===== src/rtl/magnitude_arbiter.sv =====
// Round-robin front end that time-shares one pipelined magnitude finder between
// NUM_REQ requesters, tagging each issue with its requester ID to route results back.
module magnitude_arbiter #(
  parameter int NUM_REQ    = 4,
  parameter int DATA_WIDTH = 32,
  parameter int MAG_WIDTH  = 33,
  parameter int LATENCY    = 22,
  parameter int ID_WIDTH   = $clog2(NUM_REQ),
  localparam int IF_WIDTH  = ID_WIDTH + $clog2(LATENCY + 2)
) (
  input  logic                          i_clk,
  input  logic                          i_resetn,
  input  logic [NUM_REQ-1:0]            i_req_valid,
  output logic [NUM_REQ-1:0]            o_req_ready,
  input  logic [NUM_REQ*DATA_WIDTH-1:0] iS_req_x,
  input  logic [NUM_REQ*DATA_WIDTH-1:0] iS_req_y,
  output logic                          o_mag_valid,
  output logic [DATA_WIDTH-1:0]         oS_mag_x,
  output logic [DATA_WIDTH-1:0]         oS_mag_y,
  input  logic                          i_mag_valid,
  input  logic [MAG_WIDTH-1:0]          i_mag_result,
  output logic                          o_res_valid,
  output logic [ID_WIDTH-1:0]           o_res_id,
  output logic [MAG_WIDTH-1:0]          o_res_mag,
  output logic [IF_WIDTH-1:0]           o_in_flight,
  output logic                          o_align_err
);

  logic [ID_WIDTH-1:0]   ptr_q;
  logic [ID_WIDTH-1:0]   win_id;
  logic [ID_WIDTH:0]     scan_idx;
  logic                  found;
  logic                  transfer;

  logic                  mag_valid_q;
  logic [DATA_WIDTH-1:0] x_q, y_q;
  logic [ID_WIDTH-1:0]   issue_id_q;

  logic                  tag_v_q  [LATENCY];
  logic [ID_WIDTH-1:0]   tag_id_q [LATENCY];
  logic                  tail_v;
  logic [ID_WIDTH-1:0]   tail_id;

  logic                  res_valid_q;
  logic [ID_WIDTH-1:0]   res_id_q;
  logic [MAG_WIDTH-1:0]  res_mag_q;
  logic [IF_WIDTH-1:0]   in_flight_q;
  logic                  align_err_q;

  // Scan from the pointer, wrapping; first pending requester wins.
  always_comb begin
    found    = 1'b0;
    win_id   = '0;
    scan_idx = '0;
    for (int i = 0; i < NUM_REQ; i++) begin
      scan_idx = {1'b0, ptr_q} + (ID_WIDTH + 1)'(i);
      if (scan_idx >= (ID_WIDTH + 1)'(NUM_REQ)) begin
        scan_idx = scan_idx - (ID_WIDTH + 1)'(NUM_REQ);
      end
      if (!found && i_req_valid[scan_idx[ID_WIDTH-1:0]]) begin
        found  = 1'b1;
        win_id = scan_idx[ID_WIDTH-1:0];
      end
    end
  end

  // Gated by reset so ready reads 0 while the block is held in reset.
  assign o_req_ready = (found && i_resetn) ? (NUM_REQ'(1) << win_id) : '0;
  assign transfer    = |o_req_ready;

  always_ff @(posedge i_clk or negedge i_resetn) begin
    if (!i_resetn) begin
      ptr_q       <= '0;
      mag_valid_q <= 1'b0;
      x_q         <= '0;
      y_q         <= '0;
      issue_id_q  <= '0;
    end else begin
      mag_valid_q <= transfer;
      if (transfer) begin
        ptr_q      <= (win_id == ID_WIDTH'(NUM_REQ - 1)) ? '0 : win_id + 1'b1;
        x_q        <= iS_req_x[win_id*DATA_WIDTH +: DATA_WIDTH];
        y_q        <= iS_req_y[win_id*DATA_WIDTH +: DATA_WIDTH];
        issue_id_q <= win_id;
      end
    end
  end

  // Stage 0 samples the registered issue, so the tail lines up with the finder output.
  genvar gi;
  generate
    for (gi = 0; gi < LATENCY; gi++) begin : g_tag
      always_ff @(posedge i_clk or negedge i_resetn) begin
        if (!i_resetn) begin
          tag_v_q[gi]  <= 1'b0;
          tag_id_q[gi] <= '0;
        end else if (gi == 0) begin
          tag_v_q[gi]  <= mag_valid_q;
          tag_id_q[gi] <= issue_id_q;
        end else begin
          tag_v_q[gi]  <= tag_v_q[gi-1];
          tag_id_q[gi] <= tag_id_q[gi-1];
        end
      end
    end
  endgenerate

  assign tail_v  = tag_v_q[LATENCY-1];
  assign tail_id = tag_id_q[LATENCY-1];

  always_ff @(posedge i_clk or negedge i_resetn) begin
    if (!i_resetn) begin
      res_valid_q <= 1'b0;
      res_id_q    <= '0;
      res_mag_q   <= '0;
      in_flight_q <= '0;
      align_err_q <= 1'b0;
    end else begin
      res_valid_q <= tail_v & i_mag_valid;
      if (tail_v && i_mag_valid) begin
        res_id_q  <= tail_id;
        res_mag_q <= i_mag_result;
      end
      if (tail_v ^ i_mag_valid) begin
        align_err_q <= 1'b1;
      end
      case ({transfer, tail_v})
        2'b10:   in_flight_q <= in_flight_q + 1'b1;
        2'b01:   in_flight_q <= in_flight_q - 1'b1;
        default: in_flight_q <= in_flight_q;
      endcase
    end
  end

  assign o_mag_valid = mag_valid_q;
  assign oS_mag_x    = x_q;
  assign oS_mag_y    = y_q;
  assign o_res_valid = res_valid_q;
  assign o_res_id    = res_id_q;
  assign o_res_mag   = res_mag_q;
  assign o_in_flight = in_flight_q;
  assign o_align_err = align_err_q;

endmodule


===== config.mk =====
export PLATFORM = sky130hd
export DESIGN_NAME = magnitude_arbiter
export DESIGN_NICKNAME = d
export VERILOG_FILES = /design/src/rtl/magnitude_arbiter.sv
export SDC_FILE = /design/constraint.sdc
export NUM_CORES = 1
export LEC_CHECK = 0
export CORE_AREA = 2 2 158 160
export CTS_CLUSTER_DIAMETER = 30
export DETAILED_ROUTE_END_ITERATION = 16
export DIE_AREA = 0 0 160 162
export PLACE_DENSITY_LB_ADDON = 0.12
export SKIP_LAST_GASP = 1
export SLEW_MARGIN = 10
export SYNTH_ARGS = -nofsm -noshare
export SYNTH_HDL_FRONTEND = slang
export SYNTH_SLANG_ARGS = --single-unit

===== constraint.sdc =====
create_clock -name i_clk -period 10.49 [get_ports i_clk]
set_input_delay 1.5735 -clock i_clk [delete_from_list [all_inputs] [get_ports i_clk]]
set_output_delay 1.5735 -clock i_clk [all_outputs]
set_load 0.01 [all_outputs]

Word-level counts from Yosys, hierarchy flattened
Index checks and enable logic that the tools add are counted.
Widths: inputs -> output; s select.
- shifts and indexed selects: 3
- bitwise operators: 2
- reduce and logical (&&, ||, !) cells: 10
- equality and inequality tests: 3
- muxes and demuxes: 23
- add/subtract/negate cells: 10
- $lt $le $gt $ge: 8
- operators with widths (operator ; count):
    $shiftx 128x8->32 ; 2
    $mux 2 ; 9
    $pmux 7 s2 ; 1
    $lt 2x3->1 const B ; 4
    $ge 3x3->1 const B ; 3
    $bmux 1 s2 ; 4
    $mux 1 ; 8
    $sub 2x1->2 const B ; 4
    $add 7x1->7 const B ; 1
    $sub 7x1->7 const B ; 1
    $add 2x2->3 const B ; 2
    $logic_and 1x1->1 ; 5
    $eq 2x2->1 const B ; 2
    $mux 4 ; 1
    $reduce_or 4->1 ; 1
    $shl 1x2->4 const A ; 1
    $add 2x1->3 const B ; 1
    $ge 2x3->1 const B ; 1
    $logic_not 1->1 ; 3
    $add 2x1->2 const B ; 1
    $eq 2x1->1 const B ; 1
    $reduce_bool 2->1 ; 1
    $and 1x1->1 ; 1
    $xor 1x1->1 ; 1
- input port bits: 296
- word-level logic and storage cells: 113
- output and inout bits: 113
- register bits: 179

Depth between registers and ports, before layout
Gate-level depths: netlist (run 1).
- depth in word-level cells: 19
- mapped depth: 19
- mapped depth without buffers: 16

Worst setup path before layout (run 1)
No wires, ideal clock.
- kind: input to register
- from: in i_req_valid[2]
- to: reg in_flight_q[6] (netlist: o_in_flight[6])
- data required time: 10411 ps
- buffers on the path: 3
- arrival: 4853 ps
- stages on the path: 18
- setup time: 79 ps
- setup slack: 5558 ps
- cell sequence: nor2b_2 > nor4_2 > buf_4 > nor2_2 > buf_2 > inv_1 > ha_1 > a21oi_2 > a21oi_2 > buf_2 > inv_1 > ha_1 > ha_1 > nor2b_1 > o31a_1 > or4_1 > nand3_1 > xor2_1
- word-level cells in the longest chain between the ends: 17
- elaborated cells between the ends (all ways): 30
- those cells by class: eq/ne (2); shift (1); mux (18); reduce/logical (9)
- RTL lines (item ; RTL line ; RTL):
    from (decl) ; 13 ; input logic [NUM_REQ-1:0] i_req_valid,
    $bmux 1 s2 ; 60 ; if (!found && i_req_valid[scan_idx[ID_WIDTH-1:0]]) begin
    $mux 1 (not written as such) ; 60 ;
    $mux 1 ; 60 ;
    $logic_not 1->1 ; 60 ;
    $logic_and 1x1->1 ; 60 ;
    $mux 1 ; 60 ;
    $logic_not 1->1 ; 60 ;
    $logic_and 1x1->1 ; 60 ;
    [... 2 more ...] ; n/a ;
    $logic_and 1x1->1 ; 60 ;
    $mux 2 / $mux 1 (equally long branches) ; 60 ;
    $shl 1x2->4 / $logic_and 1x1->1 (equally long branches) ; 68 ; assign o_req_ready = (found && i_resetn) ? (NUM_REQ'(1) << win_id) : '0;
    $mux 4 (*) ; 68 ;
    $reduce_or 4->1 (*) ; 69 ; assign transfer = |o_req_ready;
    via transfer ; 33 ; logic transfer;
    $eq 2x1->1 / $eq 2x2->1 (equally long branches) ; 127 ; case ({transfer, tail_v})
    $pmux 7 s2 / $reduce_bool 2->1 (equally long branches) ; n/a ;
    to (signal assigned) ; 128 ; 2'b10: in_flight_q <= in_flight_q + 1'b1;
    to (signal assigned) ; 129 ; 2'b01: in_flight_q <= in_flight_q - 1'b1;
    to (signal assigned) ; 130 ; default: in_flight_q <= in_flight_q;
    to (decl) ; 47 ; logic [IF_WIDTH-1:0] in_flight_q;
Mark *: on every way through the listed nets, which the timed path passes. The rest lies on a longest branch. The select of a mux whose other input is x is not followed.
A chain may end at the register's enable or synchronous reset.

Worst setup path in the final report (run 1)
- from: in i_req_valid[3]
- to: out o_req_ready[0]
- word-level cells in the longest chain between the ends: 14
- elaborated cells between the ends (all ways): 25
- those cells by class: shift (1); mux (17); reduce/logical (7)
- RTL lines (item ; RTL line ; RTL):
    $bmux 1 s2 ; 60 ;
    $mux 1 (not written as such) ; 60 ;
    $mux 1 ; 60 ;
    $logic_not 1->1 ; 60 ;
    $logic_and 1x1->1 ; 60 ;
    $mux 1 ; 60 ;
    $logic_not 1->1 ; 60 ;
    $logic_and 1x1->1 ; 60 ;
    $mux 1 ; 60 ;
    $logic_not 1->1 ; 60 ;
    $logic_and 1x1->1 ; 60 ;
    $mux 2 / $mux 1 (equally long branches) ; 60 ;
    $shl 1x2->4 / $logic_and 1x1->1 (equally long branches) ; 68 ;
    $mux 4 (*) ; 68 ;
    to (decl) ; 14 ; output logic [NUM_REQ-1:0] o_req_ready,
Every way passes the cells marked *; elsewhere a longest branch is shown, timed or not. The select of a mux whose other input is x is not followed.

==> flow_metrics.env, run 1 <==
export IMPL_status="completed"
export IMPL_area_overhead_vs_synth_pct=57.3
export IMPL_drt_iter0_markers=290
export IMPL_drtPass1Iterations=4
export IMPL_setup_repair_after_global_routing_missed_its_margin="no"
export IMPL_required_ns=8.92
export IMPL_clock_power_share_pct=18.7
export IMPL_critPathLaunch="i_req_valid[3]"
export IMPL_via_count_of_the_first_global_routing_pass=7569
export IMPL_cp_end_kind="primary output"
export IMPL_path_class="in2out"
export IMPL_worstSkewPairLatency_ns=0.42
export IMPL_final_layout_size_suffix_gt1_share_pct=10.7
export IMPL_min_period_ns=6.52
export IMPL_cts_buffers_inserted=17
export IMPL_synthSimpleGateAreaFrac_pct=5.96
export IMPL_crit_arrival_ns=4.95
export IMPL_slew_viol_final=0
export IMPL_cell_internal_pwr_uw=2080
export IMPL_power_switching_fraction_pct=36.2
export IMPL_multi_input_area_mm2=0.00351
export IMPL_max_slew_margin_rel_pct=30.3
export IMPL_critPathLaunchType="input port"
export IMPL_p_per_area_mw_per_mm2=243
export IMPL_detailed_place_hpwl_um=20000
export IMPL_holdCritStartpoint="tag_v_q[1]"
export IMPL_synth_distinct_cells=49
export IMPL_max_cap_violations=0
export IMPL_postCtsSetupBuffers=0
export IMPL_synth_cell_area_mm2=0.00853
export IMPL_syn_mean_instance_area_um2=11.5
export IMPL_synth_top_family_by_area="compound AO/OA/AOI/OAI gates"
export IMPL_mapped_cells=740
export IMPL_finalCritPeriodShare_pct=62.2
export IMPL_antenna_found_initial=2
export IMPL_tritoncts_clock_tree="done"
export IMPL_initial_utilization_pct=35.4
export IMPL_drtAntennaViolNets=0
export IMPL_drc_errors_left=0
export IMPL_synth_yosys_seq_area_share_pct=52.5
export IMPL_grt_usage_pct=22.0
export IMPL_fill_cell_total_of_the_finished_layout=2173
export IMPL_placement_io_buffers=408
export IMPL_gr_total_overflow=0
export IMPL_worstReg2RegStart="ptr_q[0]"
export IMPL_worst_slack_ns=3.97
export IMPL_clkTransAtPathRegs_ns=0.07
export IMPL_place_gp_congestion=0.826
export IMPL_floorplan_die_area_mm2=0.0259
export IMPL_grt_max_degree=70
export IMPL_cts_repair_resized=0
export IMPL_syn_nets=1045
export IMPL_total_count_of_hold_check_failures_in_the_final_report=0
export IMPL_synth_area_top_cells="sky130_fd_sc_hd__dfrtp_1, sky130_fd_sc_hd__mux2i_1, sky130_fd_sc_hd__a21o_1"
export IMPL_critical_path_peak_fanout=53
export IMPL_setup_skew_ns=0.00874
export IMPL_clock_fmax_mhz=153
export IMPL_num_nets_final=1421
export IMPL_die_height_um=162
export IMPL_synth_top_cell_area_share_pct=52.5
export IMPL_drt_wirelength_per_cell_um=19.6
export IMPL_total_wirelength_of_the_detailed_routed_design_um=28500
export IMPL_report_final_setup_viol=0
export IMPL_hold_path_class="reg2reg"
export IMPL_max_slew_worst_pin_slew_ns=1.05
export IMPL_synth_top_flop_cell="sky130_fd_sc_hd__dfrtp_1"
export IMPL_synth_async_reset_ratio_pct=100
export IMPL_grt_first_pass_wirelength_um=44400
export IMPL_htree_num_levels=4
export IMPL_pre_cts_ws_ns=3.98
export IMPL_via_count=7299
export IMPL_cts_hold_fix_buffers=0
export IMPL_core_rowCount=57
export IMPL_power_leakage_uw=0.00574
export IMPL_ys_warn_count=0
export IMPL_synth_top_area_cell="sky130_fd_sc_hd__dfrtp_1"
export IMPL_yosys_area_share_xor_xnor_pct=0.411
export IMPL_worst_r2r_setup_slack_ns=6.59
export IMPL_synth_edff_count=0
export IMPL_io_pins=409
export IMPL_synth_mux_area_fraction_pct=12.3
export IMPL_synth_seq_cells=179
export IMPL_width_of_the_chip_um=160
export IMPL_ctsRootBufferMaster="sky130_fd_sc_hd__clkbuf_16"
export IMPL_clkSinkCount=179
export IMPL_combinationalPowerShare_pct=47.1
export IMPL_vdd_drop_max_v=0.000170
export IMPL_vias_per_cell=5.02
export IMPL_power_share_sequential_pct=34.3
export IMPL_floorplan_core_area_mm2=0.0241
export IMPL_final_seq_area_mm2=0.00448
export IMPL_synth_compound_area_share_pct=20.4
export IMPL_net_load_switching_power_uw=1180
export IMPL_synth_adder_area_share_pct=1.41
export IMPL_post_route_setup_tns_ns=0
export IMPL_max_buffers_root_to_sink=2
[logic make-up (layout without fill, tap and decap cells)]
| logic type | Yosys count | after routing |
|---|---|---|
| AO/OA/AOI/OAI | 219 | 219 |
| flip-flops | 179 | 179 |
| buffers and inverters | 135 | 523 |
| multiplexers | 100 | 100 |
| AND/OR/NAND/NOR | 94 | 94 |
| adder cells (fa/ha/maj) | 9 | 9 |
| XOR/XNOR | 4 | 4 |
| other | 0 | 2 |
[state kept, by name, summed over array words and instances, names as in the netlist, 2 cells and up]
register     flops
oS_mag_x        32
ptr_q            2
tag_v_q         21
oS_mag_y        32
tag_id_q        42
o_res_mag       33
o_res_id         2
issue_id_q       2
tail_id          2
o_in_flight      7
[power by group through the flow]
stage	Clock (uW)	Sequential (uW)	Combinational, uW
after global routing	658	1150	1650
after global placement	0	1120	1540
final	609	1120	1540
after CTS	633	1120	1550
after detailed placement	0	1130	1550
after floorplan	0	1200	750
[path summary, 6_finish.rpt]
check,endpoint,depth (start not counted)
max in group asynchronous,tag_id_q[22],3
max,o_req_ready[0],8
min in group asynchronous,oS_mag_x[15],1
min reg2reg,tail_v,0
max reg2reg,o_in_flight[6],15
min,tail_v,0
[critical path: stages]
cell and delay (ns):
sky130_fd_sc_hd__clkdlybuf4s50_1 0.50, sky130_fd_sc_hd__o21ai_0 0.42, sky130_fd_sc_hd__a211oi_4 0.08, sky130_fd_sc_hd__nor2_4 0.48, sky130_fd_sc_hd__buf_4 0.79, sky130_fd_sc_hd__nand2_1 0.25
sky130_fd_sc_hd__nor2_1 0.17, sky130_fd_sc_hd__clkdlybuf4s50_1 0.56
[layout make-up]
| class | count | area share, % |
|---|---|---|
| diodes | 2 | 0.0373 |
| clock buffers | 17 | 3.17 |
| clock inverters | 14 | 1.11 |
| inverters | 74 | 2.07 |
| multi-input cells | 426 | 26.1 |
| flip-flops and latches | 179 | 33.4 |
| well taps | 324 | 3.02 |
| repair buffers | 418 | 31.0 |
[placed cells by master (no fill, tap or decap), drive strengths merged, types with 5 or more instances in the layout]
cell type and count:
clkdlybuf4s50 407, dfrtp 179, o221ai 64, a21o 67, o21ai 72, buf 10
clkbuf 18, nor2 6, mux2 36, mux2i 64, inv 79, nand3 66
nand2 5, clkinv 6, ha 8
[metal layers]
metal	global-route usage, %	part of all wire (%)	vias to the layer above
met1	27.7	42	3522
li1	-	-	3430
met5	0	0	-
met2	37.0	49	309
met4	7.17	2.2	0
met3	5.92	6.9	38
[stage by stage]
| step | instances | total power [uW] | area, um2 | utilization, % | hold slack, ns |
|---|---|---|---|---|---|
| floorplan | 740 | 1950 | 8530 | - | 0.331 |
| global placement | 1421 | 2650 | 12800 | 53.2 | 0.333 |
| detailed placement | 1421 | 2680 | 12800 | 53.2 | 0.335 |
| CTS | 1452 | 3300 | 13400 | 55.6 | 0.348 |
| global route | 1454 | 3460 | 13400 | 55.6 | 0.353 |
| finish | 1454 | 3260 | 13400 | 55.6 | 0.344 |
[synthesized netlist by cell type (2+ instances only)]
library cell and instances:
sky130_fd_sc_hd__a211oi_1 4, sky130_fd_sc_hd__buf_2 13, sky130_fd_sc_hd__buf_1 10, sky130_fd_sc_hd__o221ai_1 34, sky130_fd_sc_hd__a21o_1 67, sky130_fd_sc_hd__buf_6 7
sky130_fd_sc_hd__nand3_1 66, sky130_fd_sc_hd__o221ai_2 30, sky130_fd_sc_hd__mux2_2 35, sky130_fd_sc_hd__nor2b_1 2, sky130_fd_sc_hd__or4_1 2, sky130_fd_sc_hd__a21oi_2 2
sky130_fd_sc_hd__nand2_1 5, sky130_fd_sc_hd__mux2i_1 64, sky130_fd_sc_hd__clkbuf_1 26, sky130_fd_sc_hd__xor2_1 2, sky130_fd_sc_hd__inv_1 74, sky130_fd_sc_hd__dfrtp_1 179
sky130_fd_sc_hd__ha_1 8, sky130_fd_sc_hd__o21a_1 2, sky130_fd_sc_hd__o21ai_0 72, sky130_fd_sc_hd__buf_4 4, sky130_fd_sc_hd__nor2_1 5, sky130_fd_sc_hd__xnor2_1 2
Power figures use the tool's default switching activity.
==> run 2, diff against run 1 <==
Settings changed: CORE_AREA 2 2 158 160 to 2 2 161 163, DIE_AREA 0 0 160 162 to 0 0 163 165.
Clock period 10.49 ns to 6.3 ns, I/O delays scaled along.
==> flow_metrics.env, run 2 (synthesis gave the netlist of run 1 again) <==
export IMPL_status="completed"
export IMPL_cts_buffers_inserted=17
export IMPL_final_layout_size_suffix_gt1_share_pct=10.9
export IMPL_slew_viol_final=0
export IMPL_htree_num_levels=4
export IMPL_floorplan_die_area_mm2=0.0269
export IMPL_io_pins=409
export IMPL_via_count_of_the_first_global_routing_pass=7395
export IMPL_power_leakage_uw=0.00579
export IMPL_place_gp_congestion=0.834
export IMPL_width_of_the_chip_um=163
export IMPL_required_ns=5.35
export IMPL_grt_first_pass_wirelength_um=42100
export IMPL_initial_utilization_pct=34.1
export IMPL_antenna_found_initial=0
export IMPL_antennaDiodeCount=0
export IMPL_post_route_setup_tns_ns=0
export IMPL_cts_repair_resized=0
export IMPL_floorplan_core_area_mm2=0.0250
export IMPL_min_period_ns=4.74
export IMPL_drc_errors_left=0
export IMPL_maxUsedRoutingLayer="met4"
export IMPL_max_slew_margin_rel_pct=28.6
export IMPL_cp_end_kind="primary output"
export IMPL_largest_register="tag_id_q"
export IMPL_vdd_drop_max_v=0.000253
export IMPL_dr_wl_met3_um=2250
export IMPL_finish_cell_count_without_fillers=1460
export IMPL_crit_arrival_ns=3.80
export IMPL_cts_hold_fix_buffers=0
export IMPL_setup_skew_ns=0.0185
export IMPL_largest_register_ffs=42
export IMPL_max_buffers_root_to_sink=2
export IMPL_fin_worst_hold_slack_ns=0.343
export IMPL_detailed_place_hpwl_um=19500
export IMPL_num_nets_final=1422
export IMPL_clkTransAtPathRegs_ns=0.07
export IMPL_hold_path_class="reg2reg"
export IMPL_report_final_setup_viol=0
export IMPL_critical_path_peak_fanout=39
export IMPL_grt_usage_pct=20.6
export IMPL_clock_power_share_pct=21.0
export IMPL_postCtsSetupBuffers=0
export IMPL_total_wirelength_of_the_detailed_routed_design_um=27900
export IMPL_core_rowCount=58
export IMPL_post_place_cells=1428
export IMPL_finalCritPeriodShare_pct=75.3
export IMPL_power_switching_fraction_pct=34.9
export IMPL_combinationalPowerShare_pct=45.6
export IMPL_path_class="in2out"
export IMPL_grt_max_degree=78
export IMPL_vias_per_cell=4.93
export IMPL_die_height_um=165
export IMPL_max_cap_violations=0
export IMPL_drtAntennaViolNets=0
export IMPL_drt_iter0_markers=289
export IMPL_net_load_switching_power_uw=1950
export IMPL_clock_fmax_mhz=211
export IMPL_final_common_cell="sky130_fd_sc_hd__clkdlybuf4s50_1"
export IMPL_dr_wl_met2_um=13700
export IMPL_worstSkewPairLatency_ns=0.43
export IMPL_total_count_of_hold_check_failures_in_the_final_report=0
export IMPL_via_count=7202
export IMPL_critPathLaunchType="input port"
export IMPL_gr_total_overflow=0
export IMPL_placement_io_buffers=408
export IMPL_p_per_area_mw_per_mm2=413
export IMPL_cell_internal_pwr_uw=3630
export IMPL_max_slew_worst_pin_slew_ns=1.07
export IMPL_tritoncts_clock_tree="done"
export IMPL_clkSinkCount=179
export IMPL_power_share_sequential_pct=33.4
export IMPL_ctsRootBufferMaster="sky130_fd_sc_hd__clkbuf_16"
export IMPL_setup_repair_after_global_routing_missed_its_margin="no"
export IMPL_area_overhead_vs_synth_pct=58.3
export IMPL_drtPass1Iterations=6
export IMPL_final_cell_mix="sky130_fd_sc_hd__clkdlybuf4s50_1, sky130_fd_sc_hd__dfrtp_1, sky130_fd_sc_hd__inv_1"
export IMPL_drt_wirelength_per_cell_um=19.1
export IMPL_m1_wl_um=11400
export IMPL_fill_cell_total_of_the_finished_layout=2283
[run 2: cell count changes in the layout (fill, tap and decap cells not counted)]
cell,change
sky130_fd_sc_hd__diode_2,-2
sky130_fd_sc_hd__buf_4,+1
sky130_fd_sc_hd__bufinv_16,+4
sky130_fd_sc_hd__clkinv_4,-2
sky130_fd_sc_hd__inv_6,+2
sky130_fd_sc_hd__clkbuf_8,+1
sky130_fd_sc_hd__clkinvlp_4,-1
sky130_fd_sc_hd__clkinv_8,-3
[run 2: through the flow]
stage | area [um2] | util (%) | total power [uW] | worst slack (ns)
final | 13500 | 53.9 | 5580 | 1.56
after global routing | 13500 | 53.9 | 5930 | 1.39
after floorplan | 8530 | - | 3240 | 2.00
after global placement | 12800 | 51.3 | 4420 | 1.46
after CTS | 13500 | 53.9 | 5650 | 1.55
after detailed placement | 12800 | 51.3 | 4450 | 1.39
[run 2: metal layers]
layer / global-route usage (%) / vias up
met1: 24.8 / 3456
met5: 0 / -
met4: 6.84 / 0
met3: 6.13 / 30
li1: - / 3436
met2: 35.3 / 280
[run 2: worst paths after layout]
kind | startpoint | slack, ns | cells after the start | endpoint
setup / recovery | i_req_valid[3] | 1.56 | 8 | o_req_ready[1]
hold / removal | tag_id_q[37] | 0.34 | 0 | tag_id_q[35]
setup reg to reg | ptr_q[0] | 2.38 | 15 | o_in_flight[6]
hold reg to reg | tag_id_q[37] | 0.34 | 0 | tag_id_q[35]
max in group asynchronous | i_resetn | 4.58 | 2 | tag_id_q[23]
min in group asynchronous | i_resetn | 0.55 | 1 | oS_mag_x[9]
[run 2: layout make-up]
type / instances / area, um2 / area share, %
well taps: 330 / 413 / 3.06
repair buffers: 419 / 4170 / 30.9
flip-flops and latches: 179 / 4480 / 33.2
clock inverters: 14 / 213 / 1.58
multi-input cells: 426 / 3510 / 26.0
inverters: 74 / 278 / 2.06
clock buffers: 18 / 439 / 3.25
[run 2: power by group through the flow]
stage | sequential, uW | clock, uW | combinational (uW)
after CTS | 1870 | 1200 | 2580
after floorplan | 1990 | 0 | 1250
after detailed placement | 1880 | 0 | 2570
after global placement | 1870 | 0 | 2550
final | 1860 | 1170 | 2550
after global routing | 1920 | 1250 | 2750
[run 2: critical path, cell delays in order]
cell and delay, ns:
sky130_fd_sc_hd__clkdlybuf4s50_1 0.50, sky130_fd_sc_hd__o21ai_0 0.42, sky130_fd_sc_hd__a211oi_4 0.07, sky130_fd_sc_hd__nor2_4 0.10
sky130_fd_sc_hd__buf_4 0.46, sky130_fd_sc_hd__buf_4 0.63, sky130_fd_sc_hd__nor2_1 0.11, sky130_fd_sc_hd__clkdlybuf4s50_1 0.50
==> run 3, diff against run 2 <==
Settings changed: CORE_AREA 2 2 161 163 to 2 2 160 162, DIE_AREA 0 0 163 165 to 0 0 162 164.
Clock period 6.3 ns to 4.3 ns, I/O delays scaled along.
==> flow_metrics.env, run 3 (synthesis gave the netlist of run 1 again) <==
export IMPL_status="completed"
export IMPL_gr_usage_met3_pct=5.76
export IMPL_grt_first_pass_wirelength_um=42600
export IMPL_finish_cell_count_without_fillers=1465
export IMPL_vias_per_cell=4.94
export IMPL_max_slew_margin_rel_pct=28.9
export IMPL_largest_register_ffs=42
export IMPL_ctsRootBufferMaster="sky130_fd_sc_hd__clkbuf_16"
export IMPL_pre_cts_ws_ns=-0.0890
export IMPL_post_route_setup_tns_ns=0
export IMPL_max_buffers_root_to_sink=2
export IMPL_htree_num_levels=4
export IMPL_post_place_cells=1433
export IMPL_tritoncts_clock_tree="done"
export IMPL_critical_path_peak_fanout=7
export IMPL_crit_arrival_ns=4.31
export IMPL_drtAntennaViolNets=0
export IMPL_cts_buffers_inserted=17
export IMPL_top_usage_layer="met2"
export IMPL_report_final_setup_viol=0
export IMPL_area_overhead_vs_synth_pct=58.6
export IMPL_multi_input_area_mm2=0.00351
export IMPL_place_gp_congestion=0.806
export IMPL_gr_total_overflow=0
export IMPL_vdd_drop_max_v=0.000395
export IMPL_initial_utilization_pct=34.4
export IMPL_drt_iter0_markers=213
export IMPL_worst_r2r_path_depth=15
export IMPL_worstSkewPairLatency_ns=0.42
export IMPL_setup_repair_after_global_routing_missed_its_margin="no"
export IMPL_max_cap_violations=0
export IMPL_worst_slack_ns=0.336
export IMPL_clkSinkCount=179
export IMPL_core_rowCount=58
export IMPL_critPathLaunchType="input port"
export IMPL_largest_register="tag_id_q"
export IMPL_detailed_place_hpwl_um=19400
export IMPL_groute_layer_met1_usage_pct=25.4
export IMPL_cp_end_kind="register"
export IMPL_setup_skew_ns=0.0108
export IMPL_placement_io_buffers=408
export IMPL_final_seq_area_mm2=0.00448
export IMPL_via_count=7231
export IMPL_slew_viol_final=0
export IMPL_drc_errors_left=0
export IMPL_min_period_ns=3.96
export IMPL_grt_usage_pct=20.8
export IMPL_total_wirelength_of_the_detailed_routed_design_um=27900
export IMPL_total_count_of_hold_check_failures_in_the_final_report=0
export IMPL_floorplan_core_area_mm2=0.0248
export IMPL_p_per_area_mw_per_mm2=597
export IMPL_antennaDiodeCount=0
export IMPL_power_leakage_uw=0.00581
export IMPL_hold_path_class="in2async"
export IMPL_floorplan_die_area_mm2=0.0266
export IMPL_io_pins=409
export IMPL_num_nets_final=1427
export IMPL_cts_hold_fix_buffers=0
export IMPL_via_count_of_the_first_global_routing_pass=7608
export IMPL_die_height_um=164
export IMPL_final_common_cell="sky130_fd_sc_hd__clkdlybuf4s50_1"
export IMPL_drt_wirelength_per_cell_um=19.0
export IMPL_width_of_the_chip_um=162
export IMPL_final_cell_mix="sky130_fd_sc_hd__clkdlybuf4s50_1, sky130_fd_sc_hd__dfrtp_1, sky130_fd_sc_hd__inv_1"
export IMPL_fill_cell_total_of_the_finished_layout=2223
export IMPL_cts_repair_resized=0
export IMPL_clkTransAtPathRegs_ns=0.08
export IMPL_clock_fmax_mhz=252
export IMPL_groute_layer_met2_usage_pct=36.0
export IMPL_postCtsSetupBuffers=0
export IMPL_required_ns=4.64
export IMPL_worst_r2r_setup_slack_ns=0.69
export IMPL_finalCritPeriodShare_pct=92.2
export IMPL_grt_max_degree=153
export IMPL_antenna_found_initial=0
export IMPL_max_slew_worst_pin_slew_ns=1.07
export IMPL_drtPass1Iterations=4
export IMPL_final_layout_size_suffix_gt1_share_pct=11.3
export IMPL_path_class="in2reg"
## run 3: changes by cell type in the layout (fill, tap and decap cells not counted)
cell and delta:
sky130_fd_sc_hd__buf_12 +2, sky130_fd_sc_hd__buf_4 +3, sky130_fd_sc_hd__bufinv_16 -3, sky130_fd_sc_hd__clkbuf_8 -1, sky130_fd_sc_hd__clkinv_8 +3, sky130_fd_sc_hd__clkinvlp_4 -1, sky130_fd_sc_hd__inv_8 +2
## run 3: worst max-delay path, stage by stage
cell and delay (ns):
sky130_fd_sc_hd__clkdlybuf4s50_1 0.59, sky130_fd_sc_hd__nor2b_2 0.11, sky130_fd_sc_hd__a211oi_1 0.32, sky130_fd_sc_hd__or2_1 0.19, sky130_fd_sc_hd__inv_1 0.06, sky130_fd_sc_hd__ha_1 0.20
sky130_fd_sc_hd__a21oi_2 0.19, sky130_fd_sc_hd__a21oi_4 0.08, sky130_fd_sc_hd__inv_1 0.10, sky130_fd_sc_hd__ha_1 0.34, sky130_fd_sc_hd__ha_1 0.32, sky130_fd_sc_hd__nor2b_1 0.15
sky130_fd_sc_hd__o31a_1 0.28, sky130_fd_sc_hd__or4_1 0.47, sky130_fd_sc_hd__nand3_1 0.11, sky130_fd_sc_hd__xor2_1 0.14
## run 3: worst paths after layout
path	from	endpoint
min in group i_clk	tag_id_q[31]	tag_id_q[29]
max in group asynchronous	i_resetn	o_res_mag[9]
setup reg to reg	ptr_q[0]	o_in_flight[6]
setup / recovery	i_req_valid[1]	o_in_flight[6]
hold reg to reg	tag_id_q[31]	tag_id_q[29]
hold / removal	i_resetn	oS_mag_y[24]
## run 3: report_power, final
part,internal (uW),switching (uW)
Combinational,1950,1820
Sequential,2390,324
Clock,842,744
## run 3: routing by layer
metal,part of all wire (%),wire [um],vias up
met3,7.0,1950,38
met4,2.2,620,0
met1,42,11600,3488
met5,0,0,-
met2,49,13700,261
li1,-,-,3444
## run 3: per-stage QoR
stage               util [%]  hold WS [ns]  instance area [um2]  total power (uW)
finish                  54.5         0.124                13500              8070
detailed placement      52.0         0.335                12900              6560
floorplan                  -         0.331                 8530              4750
global placement        52.0         0.335                12900              6510
global route            54.5         0.127                13500              8600
CTS                     54.5         0.113                13500              8200
## run 3: final cells by class
| class | instances | share of cell area (%) |
|---|---|---|
| flip-flops and latches | 179 | 33.1 |
| repair buffers | 424 | 31.3 |
| multi-input cells | 426 | 25.9 |
| clock buffers | 17 | 3.15 |
| well taps | 330 | 3.05 |
| inverters | 74 | 2.05 |
| clock inverters | 15 | 1.38 |
